## src/rtl/alu_pkg.sv

```systemverilog
// Shared opcode map and sequencer state type for the shared-ALU arbiter.
package alu_pkg;

  localparam logic [3:0] ALU_AND   = 4'b0000;
  localparam logic [3:0] ALU_OR    = 4'b0001;
  localparam logic [3:0] ALU_XOR   = 4'b0010;
  localparam logic [3:0] ALU_ADD   = 4'b0011;
  localparam logic [3:0] ALU_SUB   = 4'b0100;
  localparam logic [3:0] ALU_MUL   = 4'b0101;
  localparam logic [3:0] ALU_DIV   = 4'b0110;
  localparam logic [3:0] ALU_MOD   = 4'b0111;
  localparam logic [3:0] ALU_SHL   = 4'b1000;
  localparam logic [3:0] ALU_SHR   = 4'b1001;
  localparam logic [3:0] ALU_NAND  = 4'b1010;
  localparam logic [3:0] ALU_NOR   = 4'b1011;
  localparam logic [3:0] ALU_XNOR  = 4'b1100;
  localparam logic [3:0] ALU_PASSA = 4'b1101;
  localparam logic [3:0] ALU_PASSB = 4'b1110;
  localparam logic [3:0] ALU_NADD  = 4'b1111;

  typedef enum logic [1:0] {
    IDLE = 2'd0,
    EXEC = 2'd1,
    RESP = 2'd2
  } state_e;

  function automatic logic is_div_zero(input logic [3:0] op, input logic b_zero);
    return ((op == ALU_DIV) || (op == ALU_MOD)) && b_zero;
  endfunction

endpackage

```

## src/rtl/rr_pick.sv

```systemverilog
// Combinational round-robin selector: first set request above `last`, wrapping.
module rr_pick #(
  parameter int NREQ = 4,
  parameter int IW   = (NREQ > 1) ? $clog2(NREQ) : 1
) (
  input  logic [NREQ-1:0] req,
  input  logic [IW-1:0]   last,
  output logic [NREQ-1:0] gnt,
  output logic [IW-1:0]   idx
);

  logic [IW-1:0] j_s;
  logic          hit_s;
  logic          found_s;

  // Scan upward from last+1 and keep only the first hit
  always_comb begin
    gnt     = '0;
    idx     = '0;
    j_s     = '0;
    hit_s   = 1'b0;
    found_s = 1'b0;
    for (int k = 1; k <= NREQ; k++) begin
      j_s      = IW'((int'(last) + k) % NREQ);
      hit_s    = !found_s && req[j_s];
      gnt[j_s] = gnt[j_s] | hit_s;
      idx      = hit_s ? j_s : idx;
      found_s  = found_s | hit_s;
    end
  end

endmodule

```

## src/rtl/alu_share_arb.sv

```systemverilog
// Round-robin sequencer sharing one combinational ALU among NREQ requesters,
// with divide/modulo-by-zero trapped before the result is returned.
module alu_share_arb
  import alu_pkg::*;
#(
  parameter int NREQ = 4,
  parameter int W    = 4,
  parameter int RW   = 5
) (
  input  logic              clk,
  input  logic              rst_n,
  input  logic [NREQ-1:0]   req_valid,
  output logic [NREQ-1:0]   req_ready,
  input  logic [4*NREQ-1:0] req_op,
  input  logic [W*NREQ-1:0] req_a,
  input  logic [W*NREQ-1:0] req_b,
  output logic [NREQ-1:0]   rsp_valid,
  input  logic [NREQ-1:0]   rsp_ready,
  output logic [RW-1:0]     rsp_data,
  output logic              rsp_err,
  output logic [3:0]        alu_st,
  output logic [W-1:0]      alu_a,
  output logic [W-1:0]      alu_b,
  input  logic [RW-1:0]     alu_res,
  output logic              busy
);

  localparam int IW = (NREQ > 1) ? $clog2(NREQ) : 1;

  state_e          state_r;
  logic [IW-1:0]   last_r;
  logic [IW-1:0]   gidx_r;
  logic [NREQ-1:0] gnt_r;
  logic [NREQ-1:0] rsp_valid_r;
  logic [3:0]      op_r;
  logic [W-1:0]    a_r;
  logic [W-1:0]    b_r;
  logic [RW-1:0]   res_r;
  logic            err_r;
  logic            busy_r;

  logic [NREQ-1:0] pick_gnt_s;
  logic [IW-1:0]   pick_idx_s;
  logic [3:0]      sel_op_s;
  logic [W-1:0]    sel_a_s;
  logic [W-1:0]    sel_b_s;
  logic            div_zero_s;
  logic            rsp_acc_s;

  rr_pick #(
    .NREQ(NREQ),
    .IW  (IW)
  ) u_pick (
    .req (req_valid),
    .last(last_r),
    .gnt (pick_gnt_s),
    .idx (pick_idx_s)
  );

  // AND-OR operand mux driven by the one-hot pick
  always_comb begin
    sel_op_s = '0;
    sel_a_s  = '0;
    sel_b_s  = '0;
    for (int i = 0; i < NREQ; i++) begin
      sel_op_s = sel_op_s | (req_op[4*i +: 4] & {4{pick_gnt_s[i]}});
      sel_a_s  = sel_a_s  | (req_a[W*i +: W]  & {W{pick_gnt_s[i]}});
      sel_b_s  = sel_b_s  | (req_b[W*i +: W]  & {W{pick_gnt_s[i]}});
    end
  end

  // Same-cycle accept; gated by rst_n so it also drops while reset is held
  always_comb begin
    if (rst_n && (state_r == IDLE)) begin
      req_ready = pick_gnt_s;
    end else begin
      req_ready = '0;
    end
  end

  assign div_zero_s = is_div_zero(op_r, (b_r == '0));
  assign rsp_acc_s  = |(rsp_ready & gnt_r);

  // Sequencer: latch request, capture result, hold response until accepted
  always_ff @(posedge clk or negedge rst_n) begin
    if (!rst_n) begin
      state_r     <= IDLE;
      last_r      <= IW'(NREQ - 1);
      gidx_r      <= '0;
      gnt_r       <= '0;
      rsp_valid_r <= '0;
      op_r        <= '0;
      a_r         <= '0;
      b_r         <= '0;
      res_r       <= '0;
      err_r       <= 1'b0;
      busy_r      <= 1'b0;
    end else begin
      case (state_r)
        IDLE: begin
          if (|req_valid) begin
            op_r    <= sel_op_s;
            a_r     <= sel_a_s;
            b_r     <= sel_b_s;
            gnt_r   <= pick_gnt_s;
            gidx_r  <= pick_idx_s;
            busy_r  <= 1'b1;
            state_r <= EXEC;
          end else begin
            state_r <= IDLE;
          end
        end
        EXEC: begin
          if (div_zero_s) begin
            res_r <= {RW{1'b1}};
            err_r <= 1'b1;
          end else begin
            res_r <= alu_res;
            err_r <= 1'b0;
          end
          rsp_valid_r <= gnt_r;
          state_r     <= RESP;
        end
        RESP: begin
          if (rsp_acc_s) begin
            last_r      <= gidx_r;
            rsp_valid_r <= '0;
            busy_r      <= 1'b0;
            state_r     <= IDLE;
          end else begin
            state_r <= RESP;
          end
        end
        default: begin
          rsp_valid_r <= '0;
          busy_r      <= 1'b0;
          state_r     <= IDLE;
        end
      endcase
    end
  end

  assign rsp_valid = rsp_valid_r;
  assign rsp_data  = res_r;
  assign rsp_err   = err_r;
  assign alu_st    = op_r;
  assign alu_a     = a_r;
  assign alu_b     = b_r;
  assign busy      = busy_r;

endmodule

```

## config.mk

```make
export PLATFORM = sky130hd
export DESIGN_NAME = alu_share_arb
export DESIGN_NICKNAME = d
export VERILOG_FILES = /design/src/rtl/alu_pkg.sv /design/src/rtl/rr_pick.sv /design/src/rtl/alu_share_arb.sv
export SDC_FILE = /design/constraint.sdc
export NUM_CORES = 1
export LEC_CHECK = 0
export CAP_MARGIN = 20
export CORE_ASPECT_RATIO = 0.75
export CORE_UTILIZATION = 42
export DETAILED_ROUTE_END_ITERATION = 10
export PLACE_DENSITY = 0.77
export SYNTH_ARGS = -nofsm -noshare
export SYNTH_HDL_FRONTEND = slang
export SYNTH_SLANG_ARGS = --single-unit
```

## constraint.sdc

```tcl
create_clock -name clk -period 4.7 [get_ports clk]
set_input_delay 0.94 -clock clk [delete_from_list [all_inputs] [get_ports clk]]
set_output_delay 0.94 -clock clk [all_outputs]
set_load 0.005 [all_outputs]
```

==> impl_metrics.xml, run 1 <==
<?xml version="1.0" encoding="UTF-8"?>
<metrics>
  <group name="outcome">
    <metric name="outcome" unit="">finished, violations left</metric>
    <metric name="violations" unit="">setup timing</metric>
  </group>
  <group name="clock_tree">
    <metric name="cts.root.buffer_cell" unit="">clkbuf_8</metric>
    <metric name="insertion_delay" unit="ps">290</metric>
    <metric name="cts.path.max_buffers" unit="">2</metric>
    <metric name="tritoncts" unit="">built</metric>
    <metric name="cts.sinks" unit="">33</metric>
    <metric name="cts.clk_slew.worst_paths" unit="ps">70</metric>
    <metric name="cts_hold_buffers" unit="">0</metric>
    <metric name="ctsHtreeMaxLevel" unit="">2</metric>
    <metric name="cts_made_buffers" unit="">5</metric>
  </group>
  <group name="hold_path">
    <metric name="hold_path.startpoint" unit="">rsp_err</metric>
    <metric name="hold_path.class" unit="">reg -&gt; reg</metric>
    <metric name="hold_depth" unit="">1</metric>
    <metric name="hold-path-endpoint" unit="">rsp_err</metric>
  </group>
  <group name="power">
    <metric name="power.ir.vdd_worst" unit="mV">0.115</metric>
    <metric name="totalPowerFinal" unit="mW">0.627</metric>
    <metric name="p_per_area" unit="nW/um^2">147</metric>
    <metric name="leakagePower" unit="nW">1.77</metric>
  </group>
  <group name="die">
    <metric name="coreArea" unit="um^2">5890</metric>
    <metric name="fp.dieH" unit="um">70.2</metric>
    <metric name="die_x" unit="um">92.9</metric>
    <metric name="starting_density_of_the_core" unit="%">44.2</metric>
    <metric name="rows" unit="">24</metric>
    <metric name="pin_count" unit="">90</metric>
    <metric name="die_footprint" unit="um^2">6520</metric>
  </group>
  <group name="yosys">
    <metric name="yosysWarnings" unit="">0</metric>
    <metric name="synth_edf_count" unit="">0</metric>
    <metric name="primary_flip_flop_cell_chosen_by_synthesis_mapping" unit="">dfrtp_1</metric>
    <metric name="synth.yosys.seq_area_share" unit="%">31.8</metric>
    <metric name="synth.cell_area" unit="um^2">2600</metric>
    <metric name="synth_area_per_cell" unit="um^2">8.85</metric>
    <metric name="yosysUniqueCellTypes" unit="">62</metric>
    <metric name="synth-seq-cells" unit="">33</metric>
    <metric name="synth_async_sr_flop_share" unit="%">100</metric>
    <metric name="postSynthCellCount" unit="">294</metric>
    <metric name="postSynthNetCount" unit="">361</metric>
  </group>
  <group name="worst_setup_path">
    <metric name="critical_path_class" unit="">in -&gt; out</metric>
    <metric name="cp-start-kind" unit="">input port</metric>
    <metric name="worstPathArrival" unit="ps">3770</metric>
    <metric name="setup.reg_to_reg.worst_slack" unit="ps">780</metric>
    <metric name="worstReg2RegEnd" unit="">alu_st[2]</metric>
    <metric name="regToRegStartpoint" unit="">last_r[0]</metric>
    <metric name="timing.critical_path.required" unit="ps">3760</metric>
    <metric name="crit_path_max_fanout" unit="">7</metric>
    <metric name="r2r_cells" unit="">16</metric>
    <metric name="endpoint_kind" unit="">output port</metric>
  </group>
  <group name="route">
    <metric name="remaining_drc_errors" unit="">0</metric>
    <metric name="finalWirelength" unit="um">9780</metric>
    <metric name="detail_route.iter0.violations" unit="">295</metric>
    <metric name="route.detailed.wl_per_inst" unit="um">19.1</metric>
    <metric name="detailroute.via_count" unit="">3156</metric>
    <metric name="final_antenna_net_count" unit="">0</metric>
    <metric name="routed_via_density" unit="">6.16</metric>
    <metric name="pre_repair_dr_iteration_count" unit="">5</metric>
  </group>
  <group name="cells_and_area">
    <metric name="area_growth_syn_to_layout" unit="%">63.9</metric>
    <metric name="num-nets-final" unit="">500</metric>
    <metric name="mostFrequentLayoutCells" unit="">clkdlybuf4s50_1, buf_4, nand2_1</metric>
    <metric name="final_cells" unit="">512</metric>
    <metric name="mostFrequentLayoutCell" unit="">clkdlybuf4s50_1</metric>
    <metric name="insertedDiodeCount" unit="">0</metric>
    <metric name="drive_above_1_share" unit="%">28.8</metric>
  </group>
  <group name="sta">
    <metric name="finalCriticalPeriod" unit="ps">4710</metric>
    <metric name="number_of_max_slew_violations_in_the_final_report" unit="">0</metric>
    <metric name="rsz0062_at_grt" unit="">yes</metric>
    <metric name="final_ws_setup" unit="ps">-9.13</metric>
    <metric name="final_cycle_share" unit="%">100</metric>
    <metric name="slew_headroom" unit="%">49.0</metric>
    <metric name="report.final.setup_viol" unit="">1</metric>
    <metric name="hold_viol_final" unit="">0</metric>
    <metric name="fmax" unit="MHz">212</metric>
    <metric name="clk_skew" unit="ps">10.2</metric>
    <metric name="fin_hold_ws" unit="ps">497</metric>
    <metric name="timing_worst_slew_pin_value" unit="ps">763</metric>
  </group>
  <group name="placed_design">
    <metric name="dp_hpwl" unit="um">6540</metric>
    <metric name="final_gp_congestion" unit="">0.917</metric>
    <metric name="place.port_buffers" unit="">89</metric>
    <metric name="inst_count_dp" unit="">485</metric>
  </group>
  <group name="grt">
    <metric name="largest_net_degree_at_the_start_of_global_routing" unit="">34</metric>
    <metric name="antenna_found_initial" unit="">0</metric>
    <metric name="grt.overflow.total" unit="">0</metric>
    <metric name="grt_first_pass_wirelength" unit="um">15300</metric>
    <metric name="first_global_vias" unit="">3112</metric>
    <metric name="grt.total_usage" unit="%">30.0</metric>
  </group>
  <group name="job">
    <metric name="max-cap-violations" unit="">0</metric>
  </group>
</metrics>
[flip-flops by register name, indices dropped and copies added, names as in the netlist]
signal,cells
rsp_data,5
alu_a,4
alu_b,4
state_r,2
gidx_r,2
last_r,2
gnt_r,4
rsp_err,1
rsp_valid,4
busy,1
alu_st,4
[critical path: stages]
cell and delay, ps:
dlygate4sd2_1 280, mux4_2 580, mux2_4 370, a2111oi_4 300, buf_6 190, buf_4 120, buf_4 100, nor2_1 40
a211oi_1 380, nor4_2 70, buf_4 140, dlygate4sd2_1 270
[kinds of logic after synthesis]
family / synth area share, %
and+or+nand+nor: 21.1
AOI/OAI and AO/OA: 33.7
buffers and inverters: 6.25
DFF: 31.8
muxes: 5.24
adders and majority gates: 1.92
[where the power goes]
group          total, mW  switching (mW)  internal, mW
Clock              0.214           0.111         0.102
Sequential         0.284               0         0.284
Combinational      0.130          0.0544        0.0755
[routing by layer]
metal	track usage (%)	share of wire, %	vias up
li1	-	-	1406
met1	43.9	43	1506
met2	45.2	44	200
met3	4.68	9.4	44
met4	9.57	3.1	0
met5	0	0	-
[worst max-delay path by stage]
stage | startpoint | endpoint | slack [ps] | cells past startpoint
floorplan | last_r[1] | req_ready[1] | 20 | 14
global placement | req_valid[2] | req_ready[1] | -490 | 11
detailed placement | req_valid[2] | req_ready[1] | -600 | 11
CTS | req_valid[3] | req_ready[3] | 1 | 13
global route | req_valid[3] | req_ready[3] | -50 | 14
finish | req_valid[3] | req_ready[2] | -9 | 12
[area by class of cell]
| cell class | instances | area (um^2) |
|---|---|---|
| inverter | 11 | 41.3 |
| timing repair buffer | 156 | 1390 |
| multi-input combinational | 226 | 1820 |
| fill | 415 | 1620 |
| sequential | 33 | 828 |
| tap | 78 | 97.6 |
| clock inverter | 3 | 17.5 |
| clock buffer | 5 | 68.8 |
[synthesized netlist by cell type, drive strengths merged (2+ instances only)]
library cell | instances | area (um^2)
o31ai | 3 | 22.5
buf | 13 | 80.1
or2 | 2 | 12.5
o21ai | 25 | 125
nor4 | 2 | 12.5
a2111oi | 5 | 87.6
a22o | 2 | 17.5
nand2 | 36 | 135
nand2b | 4 | 25.0
ha | 4 | 50.1
mux4 | 4 | 90.1
clkbuf | 11 | 41.3
a21oi | 5 | 25.0
nor2b | 2 | 12.5
o22a | 5 | 43.8
nor3b | 4 | 35.0
dfrtp | 31 | 776
a41oi | 12 | 143
mux2i | 2 | 20.0
nor2 | 29 | 109
nor3 | 8 | 45.0
nand3b | 2 | 15.0
and3 | 2 | 12.5
a22oi | 3 | 22.5
o21a | 2 | 15.0
a221oi | 15 | 163
inv | 11 | 41.3
o22ai | 3 | 18.8
nand3 | 15 | 75.1
mux2 | 2 | 26.3
a211oi | 10 | 100
dfstp | 2 | 52.6
[timing repair]
item,in CTS,in global routing
endpoints found under the setup margin,4,4
resized for setup,37,15
setup buffers,11,8
gates cloned,0,0
pin swaps,12,12
[stage by stage]
step	setup WS [ps]	util [%]	setup TNS, ps	area, um^2
after detailed placement	-604	65.2	-1860	3830
after CTS	1.47	70.2	0	4130
after global placement	-491	65.2	-1560	3830
after global routing	-45.1	72.5	-150	4270
final	-9.13	72.5	-9.13	4270
after floorplan	21.5	-	0	2600
Power figures use the tool's default switching activity.
==> inputs of run 2 (changes only) <==
Settings changed: CORE_UTILIZATION 42 to 41, SKIP_LAST_GASP set to 1, SYNTH_HIERARCHICAL set to 1.
==> run 2 against run 1 <==
Final cell count shrank 14%. Synthesized area fell by 6.4%. Highest routed layer unchanged. Cell area is 12% lower. Flip-flop and latch count did not move. Utilization down 4.5 points. The run now ends clean.
==> impl_metrics.xml, run 2 <==
<?xml version="1.0" encoding="UTF-8"?>
<metrics>
  <group name="grt">
    <metric name="grt.overflow.total" unit="">0</metric>
    <metric name="largest_net_degree_at_the_start_of_global_routing" unit="">30</metric>
    <metric name="first_global_vias" unit="">2435</metric>
    <metric name="grt.total_usage" unit="%">23.4</metric>
    <metric name="grt_first_pass_wirelength" unit="um">11400</metric>
    <metric name="antenna_found_initial" unit="">0</metric>
  </group>
  <group name="worst_setup_path">
    <metric name="critical_path_class" unit="">in -&gt; out</metric>
    <metric name="setup.reg_to_reg.worst_slack" unit="ps">630</metric>
    <metric name="endpoint_kind" unit="">output port</metric>
    <metric name="cp-start-kind" unit="">input port</metric>
    <metric name="regToRegStartpoint" unit="">last_r[0]</metric>
    <metric name="crit_path_start" unit="">req_valid[2]</metric>
    <metric name="r2r_cells" unit="">16</metric>
    <metric name="worstPathArrival" unit="ps">3630</metric>
    <metric name="worstReg2RegEnd" unit="">alu_b[3]</metric>
    <metric name="crit_path_max_fanout" unit="">4</metric>
    <metric name="timing.critical_path.required" unit="ps">3760</metric>
  </group>
  <group name="sta">
    <metric name="hold_viol_final" unit="">0</metric>
    <metric name="rsz0062_at_grt" unit="">no</metric>
    <metric name="slew_headroom" unit="%">42.3</metric>
    <metric name="finalCriticalPeriod" unit="ps">4570</metric>
    <metric name="fmax" unit="MHz">219</metric>
    <metric name="clk_skew" unit="ps">7.05</metric>
    <metric name="timing.setup.tns" unit="ps">0</metric>
    <metric name="timing_worst_slew_pin_value" unit="ps">863</metric>
    <metric name="number_of_max_slew_violations_in_the_final_report" unit="">0</metric>
    <metric name="final_cycle_share" unit="%">97.3</metric>
    <metric name="report.final.setup_viol" unit="">0</metric>
  </group>
  <group name="die">
    <metric name="die_footprint" unit="um^2">6250</metric>
    <metric name="pin_count" unit="">90</metric>
    <metric name="starting_density_of_the_core" unit="%">44.1</metric>
    <metric name="coreArea" unit="um^2">5530</metric>
    <metric name="rows" unit="">23</metric>
    <metric name="die_x" unit="um">91.0</metric>
    <metric name="fp.dieH" unit="um">68.7</metric>
  </group>
  <group name="yosys">
    <metric name="simple_gate_fraction_of_synth_area" unit="%">14.6</metric>
    <metric name="synth.top_cells.by_area" unit="">dfrtp_1, a22o_1, a221oi_1</metric>
    <metric name="synth_mux_area_share" unit="%">12.1</metric>
    <metric name="yosysWarnings" unit="">6</metric>
    <metric name="synth_compound_area_share" unit="%">30.7</metric>
    <metric name="synth.cell_area" unit="um^2">2430</metric>
    <metric name="synth-seq-cells" unit="">33</metric>
    <metric name="post-synth-top-area-cell" unit="">dfrtp_1</metric>
    <metric name="synth_area_per_cell" unit="um^2">9.86</metric>
    <metric name="postSynthNetCount" unit="">314</metric>
    <metric name="postSynthCellCount" unit="">247</metric>
    <metric name="synth_top_area_share" unit="%">31.9</metric>
    <metric name="primary_flip_flop_cell_chosen_by_synthesis_mapping" unit="">dfrtp_1</metric>
    <metric name="synth_edf_count" unit="">0</metric>
    <metric name="largest_family_of_logic_cells_by_synthesized_area" unit="">compound AO/OA/AOI/OAI gates</metric>
    <metric name="synthAdderAreaFrac" unit="%">2.06</metric>
    <metric name="yosys.area_share.xor_xnor" unit="%">0</metric>
    <metric name="synth.yosys.seq_area_share" unit="%">34.0</metric>
    <metric name="synthTopCellsByCount" unit="">dfrtp_1, a21oi_1, nor2_1, a22o_1</metric>
    <metric name="yosysUniqueCellTypes" unit="">60</metric>
    <metric name="synth_async_sr_flop_share" unit="%">100</metric>
    <metric name="synthMostInstantiatedCell" unit="">dfrtp_1</metric>
  </group>
  <group name="clock_tree">
    <metric name="ctsHtreeMaxLevel" unit="">2</metric>
    <metric name="insertion_delay" unit="ps">280</metric>
    <metric name="tritoncts" unit="">built</metric>
    <metric name="cts.sinks" unit="">33</metric>
    <metric name="cts_made_buffers" unit="">5</metric>
    <metric name="cts.clk_slew.worst_paths" unit="ps">70</metric>
    <metric name="cts.path.max_buffers" unit="">2</metric>
    <metric name="cts_hold_buffers" unit="">0</metric>
    <metric name="cts.root.buffer_cell" unit="">clkbuf_8</metric>
  </group>
  <group name="power">
    <metric name="totalPowerFinal" unit="mW">3.21</metric>
    <metric name="p_per_area" unit="nW/um^2">854</metric>
    <metric name="power.ir.vdd_worst" unit="mV">0.404</metric>
    <metric name="leakagePower" unit="nW">1.60</metric>
  </group>
  <group name="route">
    <metric name="route.detailed.wl_per_inst" unit="um">16.3</metric>
    <metric name="remaining_drc_errors" unit="">0</metric>
    <metric name="detailroute.via_count" unit="">2495</metric>
    <metric name="final_antenna_net_count" unit="">0</metric>
    <metric name="detail_route.iter0.violations" unit="">238</metric>
    <metric name="pre_repair_dr_iteration_count" unit="">4</metric>
    <metric name="finalWirelength" unit="um">7170</metric>
    <metric name="routed_via_density" unit="">5.68</metric>
  </group>
  <group name="placed_design">
    <metric name="place.port_buffers" unit="">89</metric>
    <metric name="dp_hpwl" unit="um">5170</metric>
    <metric name="final_gp_congestion" unit="">0.938</metric>
  </group>
  <group name="cells_and_area">
    <metric name="insertedDiodeCount" unit="">0</metric>
    <metric name="mostFrequentLayoutCell" unit="">clkdlybuf4s50_1</metric>
    <metric name="num-nets-final" unit="">430</metric>
    <metric name="mostFrequentLayoutCells" unit="">clkdlybuf4s50_1, buf_4, dfrtp_1</metric>
    <metric name="drive_above_1_share" unit="%">24.7</metric>
    <metric name="area_growth_syn_to_layout" unit="%">54.3</metric>
    <metric name="largest_reg_flops" unit="">5</metric>
  </group>
  <group name="job">
    <metric name="max-cap-violations" unit="">0</metric>
  </group>
  <group name="hold_path">
    <metric name="hold_path.class" unit="">reg -&gt; reg</metric>
    <metric name="hold-path-endpoint" unit="">rsp_err</metric>
    <metric name="hold_path.startpoint" unit="">rsp_err</metric>
    <metric name="hold_depth" unit="">2</metric>
  </group>
  <group name="outcome">
    <metric name="outcome" unit="">complete, no violations</metric>
  </group>
</metrics>
run 2: per-layer routing:
metal	track usage, %	part of all wire, %	vias to the layer above
li1	-	-	1200
met1	29.6	44	1145
met2	41.1	47	138
met3	5.37	7.4	12
met4	6.15	1.3	0
met5	0	0	-
run 2: worst max-delay path: stages:
cell	delay (ps)
dlygate4sd2_1	270
mux4_2	530
mux2i_4	240
buf_4	160
nor2_2	50
a311oi_2	250
o21ai_1	160
a221oi_2	350
buf_4	170
o21ai_1	70
and3_1	160
dlygate4sd2_1	280
run 2: cell type report:
class	instances	area, um^2
Inverter	9	33.8
Clock inverter	1	30.0
Clock buffer	7	86.3
Sequential cell	33	828
Fill cell	452	1770
Timing Repair Buffer	128	1180
Multi-Input combinational cell	186	1500
Tap cell	75	93.8
run 2: repair_timing:
| action | CTS | global route |
|---|---|---|
| pin swaps | 3 | 8 |
| setup endpoints to repair | 4 | 3 |
| setup buffers | 3 | 5 |
| hold endpoints to repair | 0 | 0 |
| resized for setup | 9 | 12 |
| cloned | 0 | 0 |
run 2: worst max-delay path by stage:
stage,endpoint,slack (ps),depth (start not counted)
2_1_floorplan,req_ready[2],160,13
6_report,req_ready[3],130,12
4_1_cts,req_ready[0],10,11
3_5_place_dp,req_ready[0],-270,10
5_1_grt,req_ready[3],30,12
3_3_place_gp,req_ready[3],-190,10
run 2: metrics by stage:
step                hold slack [ps]  instances  util [%]  cell area, um^2  worst slack (ps)
finish                          490        439      68.0             3760               128
global route                    541        439      68.0             3760              30.5
CTS                             490        434      66.4             3670              12.8
detailed placement              474        423      63.8             3520              -269
global placement                468        423      63.8             3520              -189
floorplan                       473        247         -             2430               157
run 2: kinds of logic (layout without fill, tap and decap cells):
logic type	Yosys count	in the layout
compound gates	100	100
simple gates	61	61
flops	33	33
buf+inv	28	145
mux	21	21
fa+ha+maj	4	4
run 2: where the power goes:
group / internal, mW / total, mW / switching, mW
sequential: 0.433 / 0.556 / 0.122
combinational: 1.23 / 2.38 / 1.15
clock: 0.173 / 0.277 / 0.105
total: 1.84 / 3.21 / 1.37
